## src/rtl/muldiv_sequencer.sv

```systemverilog
// muldiv_sequencer: iterative RV32M multiply/divide unit for a single-issue pipeline.
// Runs one shift-add (multiply) or restoring (divide) step per cycle for 32 cycles,
// then emits a one-cycle done pulse with the sign-corrected result.
//
// Ports:
//   clk, reset       rising-edge clock, synchronous active-high reset
//   start            op request from Execute, held until done
//   funct3           000 MUL, 001 MULH, 010 MULHSU, 011 MULHU,
//                    100 DIV, 101 DIVU, 110 REM, 111 REMU
//   a, b             rs1 / rs2 operands
//   flush            abort the current op
//   busy             state is not IDLE
//   done             single-cycle completion pulse
//   result           registered result, held until the next completion
//   stall            combinational start & ~done, freezes the F/D/E registers
//
// Optional feature: define MULDIV_ZERO_SKIP_EN to skip CALC for a divide by zero or a
// multiply with a zero operand (IDLE -> DONE, done in cycle 1).
module muldiv_sequencer (
  input  logic        clk,
  input  logic        reset,
  input  logic        start,
  input  logic [2:0]  funct3,
  input  logic [31:0] a,
  input  logic [31:0] b,
  input  logic        flush,
  output logic        busy,
  output logic        done,
  output logic [31:0] result,
  output logic        stall
);

  localparam int unsigned XLEN  = 32;
  localparam int unsigned CNT_W = 6;
  localparam logic [CNT_W-1:0] LAST_ITER = CNT_W'(XLEN - 1);

  typedef enum logic [1:0] {
    S_IDLE = 2'd0,
    S_CALC = 2'd1,
    S_DONE = 2'd2
  } state_e;

  state_e            state_q, state_d;
  logic [2:0]        op_q;
  logic [XLEN-1:0]   mag_a_q, mag_b_q;
  logic              neg_a_q, neg_b_q, b_zero_q;
  logic [XLEN-1:0]   hi_q, lo_q;
  logic [CNT_W-1:0]  cnt_q;
  logic              busy_q, busy_d, done_q, done_d;
  logic [XLEN-1:0]   result_q, result_d;

  logic              a_signed_c, b_signed_c, a_neg_c, b_neg_c;
  logic [XLEN-1:0]   mag_a_c, mag_b_c;
  logic              launch_c, skip_c;
  logic [XLEN:0]     add_c, rem_sh_c, diff_c;
  logic [XLEN-1:0]   hi_n, lo_n, fixed_c;
  logic [2*XLEN-1:0] prod_c, prod_fix_c;
  logic [XLEN-1:0]   quo_fix_c, rem_fix_c;

  // Operand signedness per funct3
  always_comb begin
    a_signed_c = 1'b0;
    b_signed_c = 1'b0;
    case (funct3)
      3'b000, 3'b001, 3'b100, 3'b110: begin
        a_signed_c = 1'b1;
        b_signed_c = 1'b1;
      end
      3'b010:  a_signed_c = 1'b1;
      default: ;
    endcase
  end

  assign a_neg_c  = a_signed_c & a[XLEN-1];
  assign b_neg_c  = b_signed_c & b[XLEN-1];
  assign mag_a_c  = a_neg_c ? -a : a;
  assign mag_b_c  = b_neg_c ? -b : b;
  assign launch_c = (state_q == S_IDLE) & start & ~flush;

`ifdef MULDIV_ZERO_SKIP_EN
  logic            zero_op_c;
  logic [XLEN-1:0] skip_res_c;
  // Divide by zero or multiply by zero has a known answer without iterating
  assign zero_op_c  = funct3[2] ? (b == '0) : ((a == '0) | (b == '0));
  assign skip_res_c = !funct3[2] ? '0 : (funct3[1] ? a : '1);
  assign skip_c     = zero_op_c;
`else
  assign skip_c     = 1'b0;
`endif

  // State register
  always_ff @(posedge clk) begin
    if (reset) state_q <= S_IDLE;
    else       state_q <= state_d;
  end

  // Next-state logic; flush overrides everything but reset
  always_comb begin
    state_d = state_q;
    case (state_q)
      S_IDLE:  if (launch_c) state_d = skip_c ? S_DONE : S_CALC;
      S_CALC:  if (cnt_q == LAST_ITER) state_d = S_DONE;
      S_DONE:  state_d = S_IDLE;
      default: state_d = S_IDLE;
    endcase
    if (flush) state_d = S_IDLE;
  end

  // Output logic; result only moves on a real entry into DONE
  always_comb begin
    busy_d   = (state_d != S_IDLE);
    done_d   = (state_d == S_DONE);
    result_d = result_q;
    if ((state_q == S_CALC) && (state_d == S_DONE)) result_d = fixed_c;
`ifdef MULDIV_ZERO_SKIP_EN
    if ((state_q == S_IDLE) && (state_d == S_DONE)) result_d = skip_res_c;
`endif
  end

  // One iteration: shift-add on {hi,lo} for multiply, restoring step for divide
  always_comb begin
    add_c    = {1'b0, hi_q} + (lo_q[0] ? {1'b0, mag_a_q} : '0);
    rem_sh_c = {hi_q, lo_q[XLEN-1]};
    diff_c   = rem_sh_c - {1'b0, mag_b_q};
    hi_n     = hi_q;
    lo_n     = lo_q;
    if (op_q[2]) begin
      if (!diff_c[XLEN]) begin
        hi_n = diff_c[XLEN-1:0];
        lo_n = {lo_q[XLEN-2:0], 1'b1};
      end else begin
        hi_n = {hi_q[XLEN-2:0], lo_q[XLEN-1]};
        lo_n = {lo_q[XLEN-2:0], 1'b0};
      end
    end else begin
      hi_n = add_c[XLEN:1];
      lo_n = {add_c[0], lo_q[XLEN-1:1]};
    end
  end

  // Sign fix on the final iteration's output; divide-by-zero quotient is never negated
  always_comb begin
    prod_c     = {hi_n, lo_n};
    prod_fix_c = (neg_a_q ^ neg_b_q) ? -prod_c : prod_c;
    quo_fix_c  = b_zero_q ? '1 : ((neg_a_q ^ neg_b_q) ? -lo_n : lo_n);
    rem_fix_c  = neg_a_q ? -hi_n : hi_n;
    case (op_q)
      3'b000:                 fixed_c = prod_fix_c[XLEN-1:0];
      3'b001, 3'b010, 3'b011: fixed_c = prod_fix_c[2*XLEN-1:XLEN];
      3'b100, 3'b101:         fixed_c = quo_fix_c;
      default:                fixed_c = rem_fix_c;
    endcase
  end

  // Datapath: capture at launch, iterate in CALC
  always_ff @(posedge clk) begin
    if (reset) begin
      op_q     <= '0;
      mag_a_q  <= '0;
      mag_b_q  <= '0;
      neg_a_q  <= 1'b0;
      neg_b_q  <= 1'b0;
      b_zero_q <= 1'b0;
      hi_q     <= '0;
      lo_q     <= '0;
      cnt_q    <= '0;
    end else if (launch_c) begin
      op_q     <= funct3;
      mag_a_q  <= mag_a_c;
      mag_b_q  <= mag_b_c;
      neg_a_q  <= a_neg_c;
      neg_b_q  <= b_neg_c;
      b_zero_q <= (b == '0);
      hi_q     <= '0;
      lo_q     <= funct3[2] ? mag_a_c : mag_b_c;
      cnt_q    <= '0;
    end else if ((state_q == S_CALC) && !flush) begin
      hi_q     <= hi_n;
      lo_q     <= lo_n;
      cnt_q    <= cnt_q + CNT_W'(1);
    end
  end

  // Registered outputs
  always_ff @(posedge clk) begin
    if (reset) begin
      busy_q   <= 1'b0;
      done_q   <= 1'b0;
      result_q <= '0;
    end else begin
      busy_q   <= busy_d;
      done_q   <= done_d;
      result_q <= result_d;
    end
  end

  assign busy   = busy_q;
  assign done   = done_q;
  assign result = result_q;
  assign stall  = start & ~done_q;

endmodule

```

## config.mk

```make
export PLATFORM = sky130hd
export DESIGN_NAME = muldiv_sequencer
export DESIGN_NICKNAME = d
export VERILOG_FILES = /design/src/rtl/muldiv_sequencer.sv
export SDC_FILE = /design/constraint.sdc
export NUM_CORES = 1
export LEC_CHECK = 0
export CAP_MARGIN = 20
export CORE_MARGIN = 10
export CORE_UTILIZATION = 55
export DETAILED_ROUTE_END_ITERATION = 7
export PLACE_DENSITY_LB_ADDON = 0.3
export SETUP_SLACK_MARGIN = 0.5
export SLEW_MARGIN = 20
export SYNTH_ARGS = -nofsm -noshare
export SYNTH_HDL_FRONTEND = slang
export SYNTH_SLANG_ARGS = --single-unit
```

## constraint.sdc

```tcl
create_clock -name clk -period 6.8 [get_ports clk]
set_input_delay 1.02 -clock clk [delete_from_list [all_inputs] [get_ports clk]]
set_output_delay 1.02 -clock clk [all_outputs]
set_load 0.1 [all_outputs]
```

==> impl_results.md <==
* Status: complete, but fails checks
* Failing checks: DRC
* ANT nets after route at 0
* Worst r2r path cells at 17
* Effective utilization at floorplan at a little under three fifths
* Final setup viols at 0
* Final setup TNS at 0 ns
* Vias in the first global route at approximately 17000
* Diodes inserted at 0
* GPL Wtd Cong at around 1.1
* Skew-Pair Late Insertion Delay at around 0.47 ns
* CTS clock-pin slew for the worst setup and hold paths at around 0.080 ns
* First-pass GRT wire length at 103.5 mm
* Final period util at 87.58%
* Largest cells by area after synthesis: dfxtp_1 21%, nor2_1 6.2%, xnor2_1 6.1%
* Post-synthesis cell area at between 15000 and 20000 um^2
* Final worst clock skew at between 0.015 and 0.02 ns
* TritonCTS clock tree: yes
* Mean Syn Cell Area at 7.129 um^2
* Synth-to-layout area growth at 11.32%
* Setup crit start kind: flop
* Final hold vios at 0
* Chip height at between 150 and 200 um
* Hold path depth at 2
* DRC at 10
* Detailed Place HPWL at about 54 mm
* Critical path class: flop to flop
* Warnings, synthesis at 0
* Share of flip-flops with an asynchronous set or reset at 0%
* Pleak at 0.006868 uW
* Vias at between 15000 and 20000
* MaxCap Viol Count at 0
* Initial antenna violation count at 2
* Row Count at 63
* Number of synthesized register bits at around 180
* Pwr Density at 188.4 nW/um^2
* 1st-pass router iterations at 8
* Post-synth top cells: 271 x nor2_1, 247 x nand2_1, 198 x a21oi_1, 176 x dfxtp_1, 146 x o21ai_0
* Hold_buf cts at 0
* Sequential element share of the synthesized area at a little over a fifth
* Layout cells sized above 1 at approximately 5.7%
* RSZ-0062 raised after global routing: no
* Cell count after synthesis at approximately 2300
* Most frequent cell after synthesis: nor2_1
* Core Area at 29560 um^2
* Num ports at 106
* Rel. slew slack at between 20% and 30%
* Worst Max-Slew Pin Slew at ~1.1 ns
* Pre-CTS WS at around 0.8 ns
* DRT Wirelength at about 70 mm
* Mapped Nets at 2449
* Post-synth cell types at slightly above 90
* Crit path time final at 5.956 ns
* Slew Limit Fails at 0
* FMAX at about 0.17 GHz
* H-tree levels at 4
* Post-synth EDFFs at 0
* Global router's overall resource usage at a little over a third
* CTS Buf Count at 17
* Clock root cell: clkbuf_16
* CP Capture Type: flop
* Share of the synthesized area in the top cell type at between 20% and 30%
* Worst-path fanout max at 17
* CTS Sinks at 176
* Final nets at around 2500
* Worst EP required at roughly 7 ns
* Grt ovf at 0
* Largest net degree at the start of global routing at 83
* Die ar. at about 37000 um^2
* CTS max path bufs at 2
* Most used DFF post-synth: dfxtp_1
* Via density at a little under 7
* CP arrival at between 6 and 7 ns
* Initial DRC count at about 2800
* Final WS setup at about 0.84 ns
* I/O Buffers at 105
* Biggest area consumer among synthesized cells: dfxtp_1
* VDD IR-drop max at 0.2374 mV
* Hold WC Path Type: flop to flop
* Die W at around 190 um
* Per-cell routed wire length at approximately 25 um
## final cells by class
cell class                 instances  area, um^2
tap                              390       488.0
inverter                          66       247.7
multi-input combinational       1918       12100
clock inverter                    13       138.9
sequential                       176        3527
clock buffer                      19       452.9
timing repair buffer             147        1359
fill                            2744       11250
## stage by stage
stage / hold slack, ns / total power [uW] / cells / util, % / cell area (um^2)
after CTS: 0.4450 / 3395 / 2727 / 61.88 / 18290
after global routing: 0.4882 / 3555 / 2729 / 61.94 / 18310
after detailed placement: 0.4345 / 2383 / 2695 / 59.88 / 17700
after floorplan: 0.4317 / 1967 / 2307 / - / 16450
after global placement: 0.4301 / 2370 / 2695 / 59.86 / 17690
final: 0.4397 / 3449 / 2729 / 61.94 / 18310
## where the power goes
part | switching (uW) | internal (uW) | leakage [uW] | total, uW
logic | 855 | 431 | 0.00514 | 1290
registers | 55.3 | 1080 | 0.00144 | 1130
clock network | 518 | 511 | 0.000294 | 1030
## path summary, 6_finish.rpt
| check | endpoint | from | slack [ns] |
|---|---|---|---|
| setup / recovery | result[20]$_SDFFE_PP0P_ | hi_q[22]$_SDFFE_PP0P_ | 0.84 |
| hold reg to reg | result[22]$_SDFFE_PP0P_ | result[22]$_SDFFE_PP0P_ | 0.44 |
| setup reg to reg | result[20]$_SDFFE_PP0P_ | hi_q[22]$_SDFFE_PP0P_ | 0.84 |
| hold / removal | result[22]$_SDFFE_PP0P_ | result[22]$_SDFFE_PP0P_ | 0.44 |
## cells by family after synthesis
kind of cell	share of synthesized area (%)
buffers and inverters	5.211
flip-flops	21.42
adder cells (fa/ha/maj)	5.493
XOR/XNOR	8.893
AND/OR/NAND/NOR	25.74
AO/OA/AOI/OAI	29.02
multiplexers	4.230
## worst max-delay path, stage by stage (launching register included)
cell and delay (ns):
dfxtp_1 0.47, ha_1 0.44, a21oi_1 0.37, o21ai_0 0.17
a21oi_1 0.26, o221ai_2 0.31, or3_1 0.52, nand2_2 0.12
buf_4 0.26, o21ai_0 0.17, mux2i_1 0.37, ha_1 0.34
o211ai_1 0.14, a211o_1 0.40, or2_1 0.46, nor4_2 0.46
a2111oi_0 0.20, a221o_1 0.35
## cells in the final DEF (no fill, tap or decap), drive strengths merged, types with 14 or more instances in the layout
cell type and count:
a31oi 39, o21ai 160, nand3 31, xnor2 114
a21oi 200, mux2i 65, nand4 28, or4 17
nor2b 16, xor2 53, a2111oi 14, dfxtp 176
clkdlybuf4s50 103, a21o 31, clkbuf 19, o21a 14
buf 44, or2 14, nor4 26, and2 62
ha 69, or3 14, inv 74, a211oi 98
nor3 76, a221oi 16, nor2 273, and3 17
nand2b 16, o211ai 39, o31ai 21, nand2 249
## flip-flops by register name, indices dropped and copies added (netlist names), 2 cells and up
signal,cells
mag_b_q,32
result,32
op_q,3
state_q,2
hi_q,32
cnt_q,6
lo_q,32
mag_a_q,32
## metal layers
metal	vias to the layer above	GRT usage, %	routed length, um
met5	-	0	36
met2	1354	52.48	28560
li1	8469	-	-
met1	8796	48.46	27700
met4	4	21.09	4522
met3	268	8.168	8582
## what timing repair did
| item | in CTS | in global routing |
|---|---|---|
| gates resized for setup | 0 | 1 |
| setup buffers | 0 | 2 |
| setup endpoints to repair | 0 | 12 |
No activity file was read; power rests on OpenSTA's default activity.
